==> src/rtl/dds_param_scheduler.sv <==
// -----------------------------------------------------------------------------
// dds_param_scheduler
//
// Upstream feeder of the DDS phase MAC. Keeps the free-running timestamp
// (MAC D), queues timed parameter-update commands in a small FIFO, and applies
// the FIFO head on the exact edge where the timestamp reaches the command's
// apply time. After that edge the MAC inputs A (timeoffset), B (freq),
// C (phase) and D (timestamp) all show the new values in the same cycle.
//
// Configuration macro:
//   DDS_LATE_DROP_EN  defined   : a late head is popped and discarded
//                                 (parameters unchanged, late_flag set).
//                     undefined : a late head is applied at once
//                                 (late_flag set).
//
// Parameters:
//   FIFO_DEPTH  command FIFO entries (power of 2, >= 2)
//   TS_WIDTH    width of timestamp, cmd_time, freq and timeoffset
//
// Ports:
//   clk, resetn      clock, asynchronous active-low reset
//   run              timestamp count enable
//   ts_clear         synchronous timestamp clear (priority over run)
//   fifo_flush       synchronous discard of every queued command
//   cmd_valid/ready  command handshake
//   cmd_time         apply timestamp
//   cmd_freq         frequency word
//   cmd_phase        phase word
//   cmd_phase_reset  re-zero the phase origin at apply time
//   late_clear       clears late_flag
//   timestamp        current timestamp           (MAC D)
//   freq             active frequency            (MAC B)
//   phase            active phase                (MAC C)
//   timeoffset       active time offset          (MAC A)
//   fifo_count       number of queued commands
//   late_flag        sticky: a command was late (applied late or dropped)
//
// Handshake: a command transfers on a rising edge where cmd_valid and
// cmd_ready are both high. cmd_ready is a register that reflects whether the
// FIFO had a free slot before the edge; a pop in the same cycle does not open
// a slot for a push while the FIFO is full. cmd_valid may be raised or dropped
// at any time; the payload is sampled only on the transfer edge.
// -----------------------------------------------------------------------------
module dds_param_scheduler #(
  parameter int FIFO_DEPTH = 4,
  parameter int TS_WIDTH   = 48
) (
  input  logic                          clk,
  input  logic                          resetn,
  input  logic                          run,
  input  logic                          ts_clear,
  input  logic                          fifo_flush,
  input  logic                          cmd_valid,
  output logic                          cmd_ready,
  input  logic [TS_WIDTH-1:0]           cmd_time,
  input  logic [TS_WIDTH-1:0]           cmd_freq,
  input  logic [13:0]                   cmd_phase,
  input  logic                          cmd_phase_reset,
  input  logic                          late_clear,
  output logic [TS_WIDTH-1:0]           timestamp,
  output logic [TS_WIDTH-1:0]           freq,
  output logic [13:0]                   phase,
  output logic [TS_WIDTH-1:0]           timeoffset,
  output logic [$clog2(FIFO_DEPTH):0]   fifo_count,
  output logic                          late_flag
);

  localparam int PW = $clog2(FIFO_DEPTH);
  localparam int CW = PW + 1;
  localparam logic [CW-1:0] DEPTH_C = CW'(FIFO_DEPTH);

  // ---------------------------------------------------------------------------
  // Command storage. The payload arrays carry no reset: an entry is only read
  // while fifo_count says it holds a written command.
  // ---------------------------------------------------------------------------
  logic [TS_WIDTH-1:0] mem_time   [FIFO_DEPTH];
  logic [TS_WIDTH-1:0] mem_freq   [FIFO_DEPTH];
  logic [13:0]         mem_phase  [FIFO_DEPTH];
  logic                mem_preset [FIFO_DEPTH];

  logic [PW-1:0]       wr_ptr;
  logic [PW-1:0]       rd_ptr;

  // Head view
  logic [TS_WIDTH-1:0] head_time;
  logic [TS_WIDTH-1:0] head_freq;
  logic [13:0]         head_phase;
  logic                head_preset;
  logic                head_valid;

  // Next-state / control
  logic [TS_WIDTH-1:0] ts_next;
  logic                head_due;
  logic                head_late;
  logic                push;
  logic                pop;
  logic                apply;
  logic [CW-1:0]       count_next;

  assign head_time   = mem_time[rd_ptr];
  assign head_freq   = mem_freq[rd_ptr];
  assign head_phase  = mem_phase[rd_ptr];
  assign head_preset = mem_preset[rd_ptr];
  assign head_valid  = (fifo_count != '0);

  // ---------------------------------------------------------------------------
  // Combinational control
  // ---------------------------------------------------------------------------
  always_comb begin
    ts_next    = timestamp;
    head_due   = 1'b0;
    head_late  = 1'b0;
    push       = 1'b0;
    pop        = 1'b0;
    apply      = 1'b0;
    count_next = fifo_count;

    if (ts_clear) begin
      ts_next = '0;
    end else if (run) begin
      ts_next = timestamp + TS_WIDTH'(1);
    end

    // Compare against the timestamp the outputs will show after this edge,
    // so the new parameters line up with timestamp == cmd_time. A flush
    // suppresses any apply in the same cycle.
    if (head_valid && !fifo_flush) begin
      head_due  = (head_time == ts_next);
      head_late = (head_time <  ts_next);
    end

    pop  = head_due || head_late;
    push = cmd_valid && cmd_ready && !fifo_flush;

`ifdef DDS_LATE_DROP_EN
    apply = head_due;
`else
    apply = pop;
`endif

    if (fifo_flush) begin
      count_next = '0;
    end else if (push && !pop) begin
      count_next = fifo_count + CW'(1);
    end else if (pop && !push) begin
      count_next = fifo_count - CW'(1);
    end
  end

  // ---------------------------------------------------------------------------
  // Payload write port
  // ---------------------------------------------------------------------------
  always_ff @(posedge clk) begin
    if (push) begin
      mem_time[wr_ptr]   <= cmd_time;
      mem_freq[wr_ptr]   <= cmd_freq;
      mem_phase[wr_ptr]  <= cmd_phase;
      mem_preset[wr_ptr] <= cmd_phase_reset;
    end
  end

  // ---------------------------------------------------------------------------
  // FIFO pointers, count and ready
  // ---------------------------------------------------------------------------
  always_ff @(posedge clk or negedge resetn) begin
    if (!resetn) begin
      wr_ptr     <= '0;
      rd_ptr     <= '0;
      fifo_count <= '0;
      cmd_ready  <= 1'b0;
    end else begin
      if (fifo_flush) begin
        wr_ptr <= '0;
        rd_ptr <= '0;
      end else begin
        if (push) wr_ptr <= wr_ptr + PW'(1);
        if (pop)  rd_ptr <= rd_ptr + PW'(1);
      end
      fifo_count <= count_next;
      // Registered so cmd_ready never depends on this cycle's pop.
      cmd_ready  <= (count_next < DEPTH_C);
    end
  end

  // ---------------------------------------------------------------------------
  // Timestamp and MAC parameter registers
  // ---------------------------------------------------------------------------
  always_ff @(posedge clk or negedge resetn) begin
    if (!resetn) begin
      timestamp  <= '0;
      freq       <= '0;
      phase      <= '0;
      timeoffset <= '0;
    end else begin
      timestamp <= ts_next;
      if (apply) begin
        freq  <= head_freq;
        phase <= head_phase;
        // Two's-complement negation of the apply time makes
        // timestamp + timeoffset wrap to zero on the apply cycle.
        if (head_preset) timeoffset <= ~head_time + TS_WIDTH'(1);
      end
    end
  end

  // ---------------------------------------------------------------------------
  // Sticky late indicator: setting wins over a simultaneous clear.
  // ---------------------------------------------------------------------------
  always_ff @(posedge clk or negedge resetn) begin
    if (!resetn) begin
      late_flag <= 1'b0;
    end else if (head_late) begin
      late_flag <= 1'b1;
    end else if (late_clear) begin
      late_flag <= 1'b0;
    end
  end

endmodule
==> config.mk <==
export PLATFORM = sky130hd
export DESIGN_NAME = dds_param_scheduler
export DESIGN_NICKNAME = d
export VERILOG_FILES = /design/src/rtl/dds_param_scheduler.sv
export SDC_FILE = /design/constraint.sdc
export NUM_CORES = 1
export LEC_CHECK = 0
export BUFFER_PORTS_ARGS = -buffer_cell sky130_fd_sc_hd__buf_2
export CORE_ASPECT_RATIO = 0.75
export CORE_MARGIN = 4
export CORE_UTILIZATION = 60
export CTS_BUF_LIST = sky130_fd_sc_hd__clkbuf_2
export DETAILED_ROUTE_END_ITERATION = 10
export PLACE_DENSITY = 0.86
export SYNTH_ARGS = -nofsm -noshare
export SYNTH_HDL_FRONTEND = slang
export SYNTH_SLANG_ARGS = --single-unit
==> constraint.sdc <==
create_clock -name clk -period 11.6 [get_ports clk]
set_input_delay 0.58 -clock clk [delete_from_list [all_inputs] [get_ports clk]]
set_output_delay 0.58 -clock clk [all_outputs]
set_load 0.01 [all_outputs]
==> out/metrics.yaml <==
synth.distinct_cells: 62
dr_total_vias: 15000
criticalPathCategory: "flip-flop to flip-flop"
syn_nets: 1591
synth_top_cell_by_area: "edfxtp_1"
grt_overflow: 0
wl_um: 61400
drc: 0
initialDrtViolationCount: 1175
maxCapViolCount: 0
post-route-period-util: 0.635
place_hpwl_um: 37600
period_minus_slack_ns: 7.37
cts_resized: 0
slew_violations: 0
gp_congestion: 0.923
synthArstFlopShare: 0.273
ff2ff_path_depth: 17
syn_inst: 1416
grt_usage: 0.273
hold_viol_final: 0
whs_path_depth: 2
hold_path.startpoint: "cmd_freq[46]"
core_area_um2: 41200
layout-drive-gt1-share: 0.408
synthFlopType: "edfxtp_1"
netlist_area_um2: 25300
holdWs_ns: 0.178
antenna_found_initial: 4
io_buffers: 280
cts_tree: "yes"
grt_max_degree: 72
dr.pass1.iters: 5
synthTopCellsByArea: "edfxtp_1, dfrtp_1, mux4_2, mux2_2, ha_1"
grt_pass1_vias: 15700
path_max_fanout: 71
crit_family: "simple AND/OR/NAND/NOR gates"
cts_buffers: 142
critPathArrivalTime_ns: 8.32
cts-root-buf: "clkbuf_2"
clk_pin_slew_worst_paths_ns: 0.14
yosysSeqAreaShare: 0.693
ys_top_cells_by_count: "edfxtp_1, dfrtp_1, mux2_2, mux4_2, ha_1"
fin_nets: 2097
synthToLayoutAreaGrowth_pct: 18.4
antenna_left: 0
clockBufferDepth: 3
yosys.area.top_type_share: 0.528
required_ns: 12.55
yosysMostFrequentCell: "edfxtp_1"
viasPerCell: 5.75
insertion_delay_ns: 1.15
r2r_start: "timestamp[0]"
tightest_slew_ns: 1.16
syn_avg_cell_area_um2: 17.8
setup_viol: 0
die_area_um2: 45500
wl_per_cell_um: 23.5
worstPathCellList: "ha_1 > nand3_1 > nor4_1 > and3_1 > nand4b_1 > nor2_1 > xnor2_1 > or2_2 > ha_1 > nand4_1 > nand4bb_1 > nor4_1 > a41oi_1 > or3_4 > nor2b_4 > buf_4 > mux2_2"
path_depth: 17
end_kind: "flip-flop"
startpoint_type: "flip-flop"
worstHoldPathType: "primary input to flip-flop"
slew_headroom: 0.224
ios: 281
chipWidth_um: 245
status: "complete, no violations"
rsz0062_at_grt: "false"
htreeDepth: 4
fin_tns_setup_ns: 0
max_stage_delay_ns: 0.88
die_h_um: 186
critPathSlowestCell: "nor4_1"
irDropWorstVdd_v: 0.000113
fin_skew_ns: 0.0972
cp-startpoint: "timestamp[0]"
synth_edf_count: 444
power_density_nw_per_um2: 170
floorplan.initialDensity: 0.614
rows: 64
cp.buffers_inverters: 1
yosys_register_bits: 611
p_leak_nw: 11.6
yosysWarnings: 0
fmax_mhz: 136
grt_pass1_wl_um: 93400
clock-sinks: 611
## worst reg2reg max path: cells and delay by family (launching register included)
| kind | cells | cell delay, ns |
|---|---|---|
| and+or+nand+nor | 11 | 5.15 |
| buffers and inverters | 1 | 0.53 |
| adders and majority gates | 2 | 0.50 |
| DFF | 1 | 0.43 |
| muxes | 1 | 0.40 |
| AOI/OAI and AO/OA | 1 | 0.10 |
| xor gates and xnor gates | 1 | 0.09 |
## where the power goes
| part | switching (W) | total (W) | internal (W) |
|---|---|---|---|
| combinational | 0.000448 | 0.000861 | 0.000413 |
| clock | 0.000859 | 0.00148 | 0.000622 |
| sequential | 0.000138 | 0.00273 | 0.00259 |
| total | 0.00145 | 0.00508 | 0.00363 |
## layout by cell type, fill, tap and decap left out, drive strengths merged, types with 3 or more instances in the layout
cell         instances
and3                 9
mux2               113
or4                  8
or3                  5
dfrtp              167
o21ai               11
nand4               18
nor3                12
edfxtp             444
mux4               111
xor2                40
and4                 8
or2                 50
nand2               50
nand2b               4
nand3b               3
nor2                56
ha                  57
nor4                17
clkbuf             223
a21o                 3
a21oi               21
and2                 8
buf                293
clkinvlp             6
inv                 48
bufinv               5
xnor2               56
diode                7
dlygate4sd3        119
nand3               21
clkinv              25
## logic make-up (layout without fill, tap and decap cells)
kind of cell	after synthesis	in the layout	share of synthesized area
AOI/OAI and AO/OA	47	47	0.0110
xor gates and xnor gates	96	96	0.0333
adders and majority gates	57	57	0.0282
buffers and inverters	96	719	0.0166
DFF	611	611	0.693
muxes	226	226	0.151
other	0	7	0
and+or+nand+nor	283	283	0.0659
## sequential cells by signal (all words and copies together), names as in the netlist
signal / count
mem_freq: 192
mem_time: 192
mem_phase: 56
freq: 48
timeoffset: 48
timestamp: 48
phase: 14
mem_preset: 4
fifo_count: 3
rd_ptr: 2
wr_ptr: 2
cmd_ready: 1
late_flag: 1
## cell type report
type	instances	area, um2
clock inverter	38	309
fill	2596	11300
sequential	611	17500
inverter	46	173
antenna	7	17.5
multi-input combinational	709	7340
tap	561	702
timing repair buffer	412	2720
clock buffer	223	1120
## layer usage
| metal | routed length, um | track usage |
|---|---|---|
| met1 | 23900 | 0.360 |
| met4 | 1460 | 0.0823 |
| met2 | 31100 | 0.451 |
| met5 | 0 | 0 |
| met3 | 4850 | 0.0805 |
## stage by stage
step | cells | cell area, um2 | util | power (W) | setup slack (ns)
after floorplan | 1416 | 25300 | - | 0.00320 | 6.05
after global placement | 2219 | 27200 | 0.662 | 0.00355 | 4.56
after detailed placement | 2219 | 27200 | 0.662 | 0.00360 | 4.37
after CTS | 2600 | 29900 | 0.726 | 0.00509 | 4.43
after global routing | 2605 | 29900 | 0.726 | 0.00533 | 3.96
final | 2607 | 29900 | 0.726 | 0.00508 | 4.23
## repair_timing
item / CTS / global route
buffers inserted: 0 / 0
hold buffers: 120 / 0
hold endpoints to repair: 519 / 0
## worst paths after layout
check                             endpoint  slack (ns)
setup / recovery             timeoffset[1]        4.23
hold reg to reg             timeoffset[29]        0.51
min in group asynchronous         freq[24]        0.39
hold / removal             mem_freq[0][46]        0.18
setup reg to reg             timeoffset[1]        4.23
max in group asynchronous        rd_ptr[0]        9.51
Note: power is estimated with default switching activity, not from simulation.
